--- src/rtl/dm_dmi_regs_pkg.sv ---
// dm_dmi_regs_pkg: shared types for the Debug Module DMI register target.
//   - DMI request/response structs exchanged with dmi_jtag
//   - op / resp encodings, DM register addresses
//   - bitfield views of dmcontrol, dmstatus and abstractcs
package dm_dmi_regs_pkg;

    typedef enum logic [1:0] {
        DTM_NOP   = 2'd0,
        DTM_READ  = 2'd1,
        DTM_WRITE = 2'd2,
        DTM_RSVD  = 2'd3
    } dtm_op_e;

    localparam logic [1:0] DTM_SUCCESS = 2'd0;
    localparam logic [1:0] DTM_ERR     = 2'd2;

    localparam logic [6:0] Data0      = 7'h04;
    localparam logic [6:0] DMControl  = 7'h10;
    localparam logic [6:0] DMStatus   = 7'h11;
    localparam logic [6:0] HartInfo   = 7'h12;
    localparam logic [6:0] AbstractCS = 7'h16;

    typedef struct packed {
        logic [6:0]  addr;
        dtm_op_e     op;
        logic [31:0] data;
    } dmi_req_t;

    typedef struct packed {
        logic [31:0] data;
        logic [1:0]  resp;
    } dmi_resp_t;

    typedef struct packed {
        logic        haltreq;
        logic        resumereq;
        logic [27:0] zero0;
        logic        ndmreset;
        logic        dmactive;
    } dmcontrol_t;

    typedef struct packed {
        logic [8:0] zero0;
        logic       impebreak;
        logic [9:0] zero1;
        logic       allrunning;
        logic       anyrunning;
        logic       allhalted;
        logic       anyhalted;
        logic       authenticated;
        logic [2:0] zero2;
        logic [3:0] version;
    } dmstatus_t;

    typedef struct packed {
        logic [2:0]  zero0;
        logic [4:0]  progbufsize;
        logic [10:0] zero1;
        logic        busy;
        logic        zero2;
        logic [2:0]  cmderr;
        logic [3:0]  zero3;
        logic [3:0]  datacount;
    } abstractcs_t;

    typedef enum logic {
        S_IDLE = 1'b0,
        S_RESP = 1'b1
    } dmi_state_e;

endpackage

--- src/rtl/dm_dmi_regs.sv ---
// dm_dmi_regs: DMI target of the Debug Module. Accepts one dmi_req_t at a
// time, executes it against data0..dataN / dmcontrol / dmstatus / hartinfo /
// abstractcs, and holds the dmi_resp_t until the requester takes it.
//
// Ports:
//   clk_i, rst_i                      clock, synchronous active-high reset
//   dmi_clear_i                       drops any pending response
//   dmi_req_i/_valid_i/_ready_o       request channel
//   dmi_resp_o/_valid_o/_ready_i      response channel
//   hart_halted_i                     hart status for dmstatus
//   auth_i                            authentication status
//   dmactive_o, ndmreset_o, haltreq_o dmcontrol levels
//   resumereq_o                       one-cycle resume pulse
//
// Build option: define DM_AUTHGATE_EN to gate all accesses except a dmstatus
// read on auth_i. Without it the DM always reports authenticated and auth_i
// is ignored.
module dm_dmi_regs
    import dm_dmi_regs_pkg::*;
#(
    parameter int unsigned DataCount = 2,
    parameter logic [3:0]  Version   = 4'd2
) (
    input  logic      clk_i,
    input  logic      rst_i,
    input  logic      dmi_clear_i,
    input  dmi_req_t  dmi_req_i,
    input  logic      dmi_req_valid_i,
    output logic      dmi_req_ready_o,
    output dmi_resp_t dmi_resp_o,
    output logic      dmi_resp_valid_o,
    input  logic      dmi_resp_ready_i,
    input  logic      hart_halted_i,
    input  logic      auth_i,
    output logic      dmactive_o,
    output logic      ndmreset_o,
    output logic      haltreq_o,
    output logic      resumereq_o
);

    dmi_state_e state_q, state_d;

    logic [DataCount-1:0][31:0] data_q;
    logic       dmactive_q, ndmreset_q, haltreq_q, resumereq_q;
    logic [2:0] cmderr_q;
    dmi_resp_t  resp_q, resp_d;

    logic        accept, gated, wr_en, auth_ok;
    logic [31:0] rdata;
    logic [31:0] wd;
    dmcontrol_t  dmc_rd;
    dmstatus_t   dms_rd;
    abstractcs_t acs_rd;

`ifdef DM_AUTHGATE_EN
    assign auth_ok = auth_i;
`else
    logic unused_auth;
    assign unused_auth = auth_i;
    assign auth_ok     = 1'b1;
`endif

    assign wd     = dmi_req_i.data;
    assign accept = dmi_req_valid_i & dmi_req_ready_o;

    // Unauthenticated: only a dmstatus read gets through, so the debugger
    // can still observe the authenticated bit.
    assign gated = !auth_ok && !(dmi_req_i.op == DTM_READ && dmi_req_i.addr == DMStatus);
    assign wr_en = accept && dmi_req_i.op == DTM_WRITE && !gated;

    // ---------------- state register ----------------
    always_ff @(posedge clk_i) begin
        if (rst_i) state_q <= S_IDLE;
        else       state_q <= state_d;
    end

    // ---------------- next state ----------------
    always_comb begin
        state_d = state_q;
        if (dmi_clear_i) begin
            state_d = S_IDLE;
        end else begin
            case (state_q)
                S_IDLE: if (dmi_req_valid_i)  state_d = S_RESP;
                S_RESP: if (dmi_resp_ready_i) state_d = S_IDLE;
                default: state_d = S_IDLE;
            endcase
        end
    end

    // ---------------- FSM outputs ----------------
    always_comb begin
        dmi_req_ready_o  = (state_q == S_IDLE) && !dmi_clear_i;
        dmi_resp_valid_o = (state_q == S_RESP);
    end

    // ---------------- read decode ----------------
    always_comb begin
        dmc_rd           = '0;
        dmc_rd.dmactive  = dmactive_q;
        dmc_rd.ndmreset  = ndmreset_q;
        dmc_rd.haltreq   = haltreq_q;

        dms_rd               = '0;
        dms_rd.version       = Version;
        dms_rd.authenticated = auth_ok;
        dms_rd.anyhalted     = hart_halted_i;
        dms_rd.allhalted     = hart_halted_i;
        dms_rd.anyrunning    = !hart_halted_i;
        dms_rd.allrunning    = !hart_halted_i;

        acs_rd           = '0;
        acs_rd.datacount = 4'(DataCount);
        acs_rd.cmderr    = cmderr_q;

        rdata = '0;
        case (dmi_req_i.addr)
            DMControl:  rdata = dmc_rd;
            DMStatus:   rdata = dms_rd;
            HartInfo:   rdata = '0;
            AbstractCS: rdata = acs_rd;
            default: begin
                for (int i = 0; i < DataCount; i++)
                    if (dmi_req_i.addr == 7'(Data0 + 7'(i))) rdata = data_q[i];
            end
        endcase
    end

    always_comb begin
        resp_d = '{data: 32'h0, resp: DTM_SUCCESS};
        case (dmi_req_i.op)
            DTM_READ: resp_d.data = gated ? 32'h0 : rdata;
            DTM_RSVD: resp_d.resp = DTM_ERR;
            default:  ;
        endcase
    end

    // ---------------- register file ----------------
    always_ff @(posedge clk_i) begin
        if (rst_i) begin
            data_q      <= '0;
            dmactive_q  <= 1'b0;
            ndmreset_q  <= 1'b0;
            haltreq_q   <= 1'b0;
            resumereq_q <= 1'b0;
            cmderr_q    <= '0;
            resp_q      <= '0;
        end else begin
            resumereq_q <= 1'b0;
            if (accept) resp_q <= resp_d;

            // dmactive low keeps the rest of the DM in reset.
            if (!dmactive_q) begin
                data_q     <= '0;
                cmderr_q   <= '0;
                ndmreset_q <= 1'b0;
                haltreq_q  <= 1'b0;
            end

            if (wr_en) begin
                if (dmi_req_i.addr == DMControl) begin
                    dmactive_q <= wd[0];
                    if (dmactive_q) begin
                        ndmreset_q  <= wd[0] & wd[1];
                        haltreq_q   <= wd[0] & wd[31];
                        // haltreq wins over a simultaneous resumereq
                        resumereq_q <= wd[0] & wd[30] & ~wd[31];
                    end
                end else if (dmactive_q) begin
                    if (dmi_req_i.addr == AbstractCS)
                        cmderr_q <= cmderr_q & ~wd[10:8];
                    for (int i = 0; i < DataCount; i++)
                        if (dmi_req_i.addr == 7'(Data0 + 7'(i))) data_q[i] <= wd;
                end
            end
        end
    end

    assign dmi_resp_o  = resp_q;
    assign dmactive_o  = dmactive_q;
    assign ndmreset_o  = ndmreset_q;
    assign haltreq_o   = haltreq_q;
    assign resumereq_o = resumereq_q;

endmodule

--- config.mk ---
export PLATFORM = sky130hd
export DESIGN_NAME = dm_dmi_regs
export DESIGN_NICKNAME = d
export VERILOG_FILES = /design/src/rtl/dm_dmi_regs_pkg.sv /design/src/rtl/dm_dmi_regs.sv
export SDC_FILE = /design/constraint.sdc
export NUM_CORES = 1
export LEC_CHECK = 0
export ABC_CLOCK_PERIOD_IN_PS = 4000
export CORE_ASPECT_RATIO = 1.4
export CORE_UTILIZATION = 35
export CTS_CLUSTER_SIZE = 28
export DETAILED_ROUTE_END_ITERATION = 16
export GPL_TIMING_DRIVEN = 0
export SYNTH_ARGS = -nofsm -noshare
export SYNTH_HDL_FRONTEND = slang
export SYNTH_SLANG_ARGS = --single-unit
--- constraint.sdc ---
create_clock -name clk_i -period 4 [get_ports clk_i]
set_clock_uncertainty 0.05 [all_clocks]
set_input_delay 0.8 -clock clk_i [delete_from_list [all_inputs] [get_ports clk_i]]
set_output_delay 0.8 -clock clk_i [all_outputs]
set_load 0.005 [all_outputs]
==> metrics.md, run 1 <==
| Metric | Value |
|---|---|
| Outcome | finished, final reports clean |
| Syn. warnings | 0 |
| H-tree depth | 3 |
| Crit end category | flop |
| Area grow syn2layout | 28.7% |
| Synth Flop Type | dfxtp_1 |
| 1st-pass router iterations | 4 |
| Commonest non-fill, non-tap cell in the layout | dfxtp_1 |
| Slew margin rel. | 53.6% |
| Layout cell share with drive strength beyond 1 | 15.6% |
| I/O Pins | 88 |
| Synthesized area per cell | 9.06 sq um |
| Die Footprint | 13900 sq um |
| Final routed DRC violation total | 0 |
| Most frequent cells in the layout | dfxtp_1 (105), clkdlybuf4s50_1 (85), o21ai_0 (71), nand2_1 (49) |
| Pwr Total | 2020 uW |
| Final WL | 13.5 mm |
| Grt ovf | 0 |
| Nets | 663 |
| CP most frequent cell | clkbuf_1 |
| Slew Limit Fails | 0 |
| Maximum VDD drop | 0.152 mV |
| Pin count of the biggest net entering global routing | 16 |
| Buffers from clock root to sink, at most | 2 |
| Hold Crit Class | reg -> reg |
| # resized after CTS | 0 |
| Actual slew at the worst max-slew pin | 0.697 ns |
| Rows | 49 |
| Number of synthesized register bits | 105 |
| Worst path required time | 4.22 ns |
| Filler cells | 1289 |
| TNS Setup | 0 ns |
| Initial antenna violation count | 0 |
| CTS Hold Bufs | 0 |
| Initial DRC count | 212 |
| Clock period minus worst slack | 2.93 ns |
| RSZ-0062 raised after global routing | no |
| CTS root buf | clkbuf_16 |
| Post-synth EDFFs | 0 |
| Area after DPL | 5780 sq um |
| Async SR Flop Fraction | 0% |
| Crit-path max FO | 10 |
| Post-CTS Setup Bufs | 0 |
| First-pass GRT wire length | 21.9 mm |
| Worst-path clk slew | 0.07 ns |
| Detail Route Antenna Nets | 0 |
| Register area share after synthesis | 44.7% |
| CP max-delay cell | buf_1 |
| Syn nets | 567 |
| Pwr dens | 333 nW/um^2 |
| Largest stage delay on the critical path | 0.59 ns |
| Vias post-DR | 4199 |
| Distinct cells, synth | 49 |
| Initial Util | 36.2% |
| Final period util | 73.3% |
| Port bufs | 85 |
| Leakage power | 0.00187 uW |
| Max Cap Viol | 0 |
| Post-DP HPWL | 9.81 mm |
| Antenna cell count | 0 |
| Hold Vio Cnt, Final | 0 |
| Clock latency on the worst-skew pair | 0.34 ns |
| Design area | 6050 sq um |
| Crit path DAT | 3.15 ns |
| Clock sink count | 105 |
| GP Congestion | 0.871 |
| TritonCTS Buffers | 9 |
| Setup CP Type | in -> reg |
| Number of global-route vias before repair | 4242 |
| Gr usage total | 20.1% |
| Gate Count Post-Synth | 519 |
| Wire per inst | 16.9 um |
| Critical path cell sequence | clkdlybuf4s50_1 > clkbuf_1 > buf_1 > clkbuf_1 > o211ai_1 > o21ai_0 |
| Max Clock Freq | 0.341 GHz |
| Final setup fails | 0 |
| TritonCTS clock tree | done |
| Crit start category | input pin |
| Core region area | 13000 sq um |
| Vias per Instance | 5.26 |
| Die width | 100 um |
| Post-Syn Area | 4700 sq um |
| Die height | 139 um |
## state kept, by name, summed over array words and instances, names as in the netlist
signal            flops
haltreq_o             1
dmactive_o            1
ndmreset_o            1
dmi_resp_o           33
data_q               64
cmderr_q              3
resumereq_o           1
dmi_resp_valid_o      1
## cell usage after synthesis (5+ instances only)
cell type	instances	area share, %
dfxtp_1	105	45
o21ai_0	71	7.6
nand2_1	49	3.9
a21oi_1	38	4.0
clkbuf_1	36	2.9
nand3_1	35	3.7
o211ai_1	32	5.1
mux2_2	24	5.7
a22oi_2	20	5.3
nor2_2	20	2.7
mux2i_1	8	1.7
nor2_1	8	0.64
a22oi_1	6	0.96
buf_1	5	0.40
nand2b_1	5	0.67
## metal layers
layer	part of all wire [%]	up-vias	GRT usage, %
met5	0	-	0
met2	52	110	35.4
li1	-	2067	-
met1	42	2002	24.1
met4	2.0	0	8.13
met3	3.9	20	2.82
## power by group
part | switching [uW] | total [uW] | internal (uW)
sequential | 0.794 | 1050 | 1050
clock | 376 | 830 | 454
combinational | 76.0 | 140 | 64.0
total | 453 | 2020 | 1560
## cells by family (layout without fill, tap and decap cells)
| logic type | count (synthesis) | count (layout) | share of synthesized area (%) |
|---|---|---|---|
| flops | 105 | 105 | 44.7 |
| simple gates | 144 | 144 | 16.5 |
| compound gates | 184 | 184 | 26.1 |
| other cells | 1 | 1 | 0.0798 |
| buf+inv | 53 | 154 | 5.19 |
| mux | 32 | 32 | 7.45 |
## area by class of cell
type | instances | area, sq um | share of cell area (%)
repair buffers | 85 | 851 | 14.1
multi-input cells | 361 | 2360 | 38.9
clock buffers | 13 | 260 | 4.30
inverters | 2 | 7.51 | 0.124
flip-flops and latches | 105 | 2100 | 34.7
well taps | 178 | 223 | 3.68
plain buffers | 51 | 236 | 3.91
clock inverters | 3 | 15.0 | 0.248
## critical path, delay by kind of cell
kind,cells,cell delay (ns)
compound gates,2,0.29
buf+inv,4,2.05
## worst paths after layout
path / from / endpoint / slack, ns / cells past startpoint
max: dmi_req_i[34] / data_q[6]$_SDFF_PP0_ / 1.07 / 6
min: cmderr_q[1]$_SDFF_PP0_ / cmderr_q[1]$_SDFF_PP0_ / 0.38 / 2
max reg2reg: dmi_resp_valid_o$_SDFF_PP0_ / data_q[48]$_SDFF_PP0_ / 1.77 / 6
min reg2reg: cmderr_q[1]$_SDFF_PP0_ / cmderr_q[1]$_SDFF_PP0_ / 0.38 / 2
## per-stage QoR
step | utilization (%) | instances | hold WS [ns] | setup WS (ns)
4_1_cts | 46.6 | 798 | 0.382 | 1.05
2_1_floorplan | - | 519 | 0.358 | 1.71
6_report | 46.6 | 798 | 0.378 | 1.07
3_3_place_gp | 44.4 | 782 | 0.368 | 0.761
3_5_place_dp | 44.4 | 782 | 0.371 | 0.731
5_1_grt | 46.6 | 798 | 0.392 | 0.834
(Power assumes the default switching activity.)
==> inputs of run 2 (changes only) <==
ABC_CLOCK_PERIOD_IN_PS = 2600   (was 4000)
clock period = 2.6 ns   (was 4 ns; I/O delays follow)
==> metrics.md, run 2 (same netlist as run 1, synthesis figures left out) <==
| Metric | Value |
|---|---|
| Clock period minus worst slack | 2.49 ns |
| Actual slew at the worst max-slew pin | 0.685 ns (was 0.697 ns) |
| Antenna cell count | 0 (unchanged) |
| Vias per Instance | 5.28 (was 5.26) |
| Critical Path Start | dmi_req_i[35] (was dmi_req_i[34]) |
| Final setup fails | 0 (unchanged) |
| Detail Route Antenna Nets | 0 (unchanged) |
| Crit end category | flop (unchanged) |
| I/O Pins | 88 (unchanged) |
| Gr usage total | 20.1% (about the same) |
| Initial antenna violation count | 0 (unchanged) |
| TritonCTS Buffers | 9 (unchanged) |
| Die width | 100 um (unchanged) |
| Slew margin rel. | 54.4% (was 53.6%) |
| First-pass GRT wire length | 22.0 mm (was 21.9 mm) |
| Slew Limit Fails | 0 (unchanged) |
| Most frequent cells in the layout | dfxtp_1 (105), clkdlybuf4s50_1 (85), o21ai_0 (71), nand2_1 (49), a21oi_1 (38) (was dfxtp_1 (105), clkdlybuf4s50_1 (85), o21ai_0 (71), nand2_1 (49)) |
| Final WL | 13.5 mm (about the same) |
| Number of global-route vias before repair | 4247 (was 4242) |
| Initial DRC count | 224 (was 212) |
| Largest Register | data_q (unchanged) |
| Worst-path clk slew | 0.07 ns (about the same) |
| Hold Vio Cnt, Final | 0 (unchanged) |
| Area grow syn2layout | 29.2% (was 28.7%) |
| Worst Setup EP | dmi_resp_o[27]$_SDFFE_PP0P_ (was data_q[6]$_SDFF_PP0_) |
| Buffers from clock root to sink, at most | 2 (unchanged) |
| Max Clock Freq | 0.401 GHz |
| Layout cell share with drive strength beyond 1 | 16.6% (was 15.6%) |
| Nets | 663 (unchanged) |
| GP Congestion | 0.871 (unchanged) |
| Commonest non-fill, non-tap cell in the layout | dfxtp_1 (unchanged) |
| Rows | 49 (unchanged) |
| TritonCTS clock tree | done (unchanged) |
| Final routed DRC violation total | 0 (unchanged) |
| Placed Instances | 782 (unchanged) |
| Vias post-DR | 4210 (was 4199) |
| Place WS | -0.389 ns (was 0.731 ns) |
| Post-DP HPWL | 9.81 mm (unchanged) |
| Worst reg-to-reg setup slack | 0.57 ns (was 1.77 ns) |
| Crit path DAT | 2.72 ns (was 3.15 ns) |
| Worst path required time | 2.83 ns (was 4.22 ns) |
| Clock sink count | 105 (unchanged) |
| Core region area | 13000 sq um (unchanged) |
| H-tree depth | 3 (unchanged) |
| Reg-to-Reg End | dmi_resp_o[27]$_SDFFE_PP0P_ (was data_q[48]$_SDFF_PP0_) |
| Max reg flops | 64 (unchanged) |
| Max Cap Viol | 0 (unchanged) |
| Filler-free cell count of the finished design | 798 (unchanged) |
| Hold Crit Class | reg -> reg (unchanged) |
| Pin count of the biggest net entering global routing | 16 (unchanged) |
| Die height | 139 um (unchanged) |
| Leakage power | 0.00189 uW (was 0.00187 uW) |
| Worst r2r src | dmi_resp_valid_o$_SDFF_PP0_ (unchanged) |
| Grt ovf | 0 (unchanged) |
| Final period util | 95.9% |
| Final setup margin | 0.106 ns (was 1.07 ns) |
| Clock latency on the worst-skew pair | 0.34 ns (about the same) |
| Maximum VDD drop | 0.239 mV (was 0.152 mV) |
| Wire per inst | 17.0 um (was 16.9 um) |
| CTS root buf | clkbuf_16 (unchanged) |
| Outcome | finished, final reports clean (unchanged) |
| Crit start category | input pin (unchanged) |
| Reg2reg path depth | 6 (unchanged) |
| Die Footprint | 13900 sq um (unchanged) |
| 1st-pass router iterations | 4 (unchanged) |
| Setup CP Type | in -> reg (unchanged) |
| Pwr dens | 512 nW/um^2 (was 333 nW/um^2) |
| Port bufs | 85 (unchanged) |
| Initial Util | 36.2% (unchanged) |
| Crit-path max FO | 10 (unchanged) |
[run 2: cell count changes in the layout (fill, tap and decap cells not counted)]
cell,change
clkbuf_2,+3
nor4_1,-1
buf_1,-1
nor4_4,+1
clkbuf_1,-3
nor3b_1,-1
nor3b_2,+1
buf_2,+1
[run 2: critical path, cell delays in order]
cell and delay (ns):
clkdlybuf4s50_1 0.48, buf_6 0.17, or4_4 0.59, nor4_4 0.55, buf_6 0.25, a22oi_2 0.07, nor2_2 0.08
[run 2: power breakdown]
part	switching, uW	internal [uW]	leakage, uW
Combinational	119	99.8	0.000904
Sequential	1.36	1610	0.000845
Clock	584	698	0.000139
Total	705	2410	0.00189
[run 2: area by class of cell]
cell class / instances / area (sq um)
Fill cell: 1283 / 6920
Multi-Input combinational cell: 361 / 2380
Sequential cell: 105 / 2100
Timing Repair Buffer: 85 / 851
Clock buffer: 13 / 260
Buffer: 51 / 241
Tap cell: 178 / 223
Clock inverter: 3 / 15.0
Inverter: 2 / 7.51
[run 2: routing by layer]
layer,GRT usage [%],vias to the layer above,share of wire [%]
met3,2.82,17,4.5
met4,8.13,0,1.9
met2,35.5,125,52
met1,24.2,2006,41
li1,-,2062,-
met5,0,-,0
[run 2: timing repair]
item                                    4_1_cts  5_1_grt
gates resized for setup                       2        8
buffers inserted                              0        0
endpoints found under the setup margin       10       68
pin swaps                                     0        0
hold buffers                                  0        0
[run 2: how the worst min path moves through the flow]
stage / cells past startpoint / slack [ns] / to / from
2_1_floorplan: 2 / 0.36 / cmderr_q[0]$_SDFF_PP0_ / cmderr_q[0]$_SDFF_PP0_
3_3_place_gp: 2 / 0.37 / cmderr_q[0]$_SDFF_PP0_ / cmderr_q[0]$_SDFF_PP0_
3_5_place_dp: 2 / 0.37 / cmderr_q[0]$_SDFF_PP0_ / cmderr_q[0]$_SDFF_PP0_
4_1_cts: 2 / 0.38 / cmderr_q[0]$_SDFF_PP0_ / cmderr_q[0]$_SDFF_PP0_
5_1_grt: 2 / 0.39 / cmderr_q[0]$_SDFF_PP0_ / cmderr_q[0]$_SDFF_PP0_
6_report: 2 / 0.38 / cmderr_q[1]$_SDFF_PP0_ / cmderr_q[1]$_SDFF_PP0_
[run 2: per-stage QoR]
stage | utilization, % | total power [uW] | TNS (ns) | hold WS [ns] | instance area, sq um
2_1_floorplan | - | 1730 | 0 | 0.358 | 4700
3_3_place_gp | 44.4 | 1860 | -22.73 | 0.368 | 5780
3_5_place_dp | 44.4 | 1860 | -24.90 | 0.371 | 5780
4_1_cts | 46.6 | 3120 | 0 | 0.382 | 6060
5_1_grt | 46.7 | 3210 | -0.000317 | 0.392 | 6080
6_report | 46.7 | 3110 | 0 | 0.378 | 6080
==> inputs of run 3 (changes only) <==
CAP_MARGIN = 20   (was not set)
==> results of run 3 <==
Same layout as run 2: the final DEF is identical, and so are final timing and power.
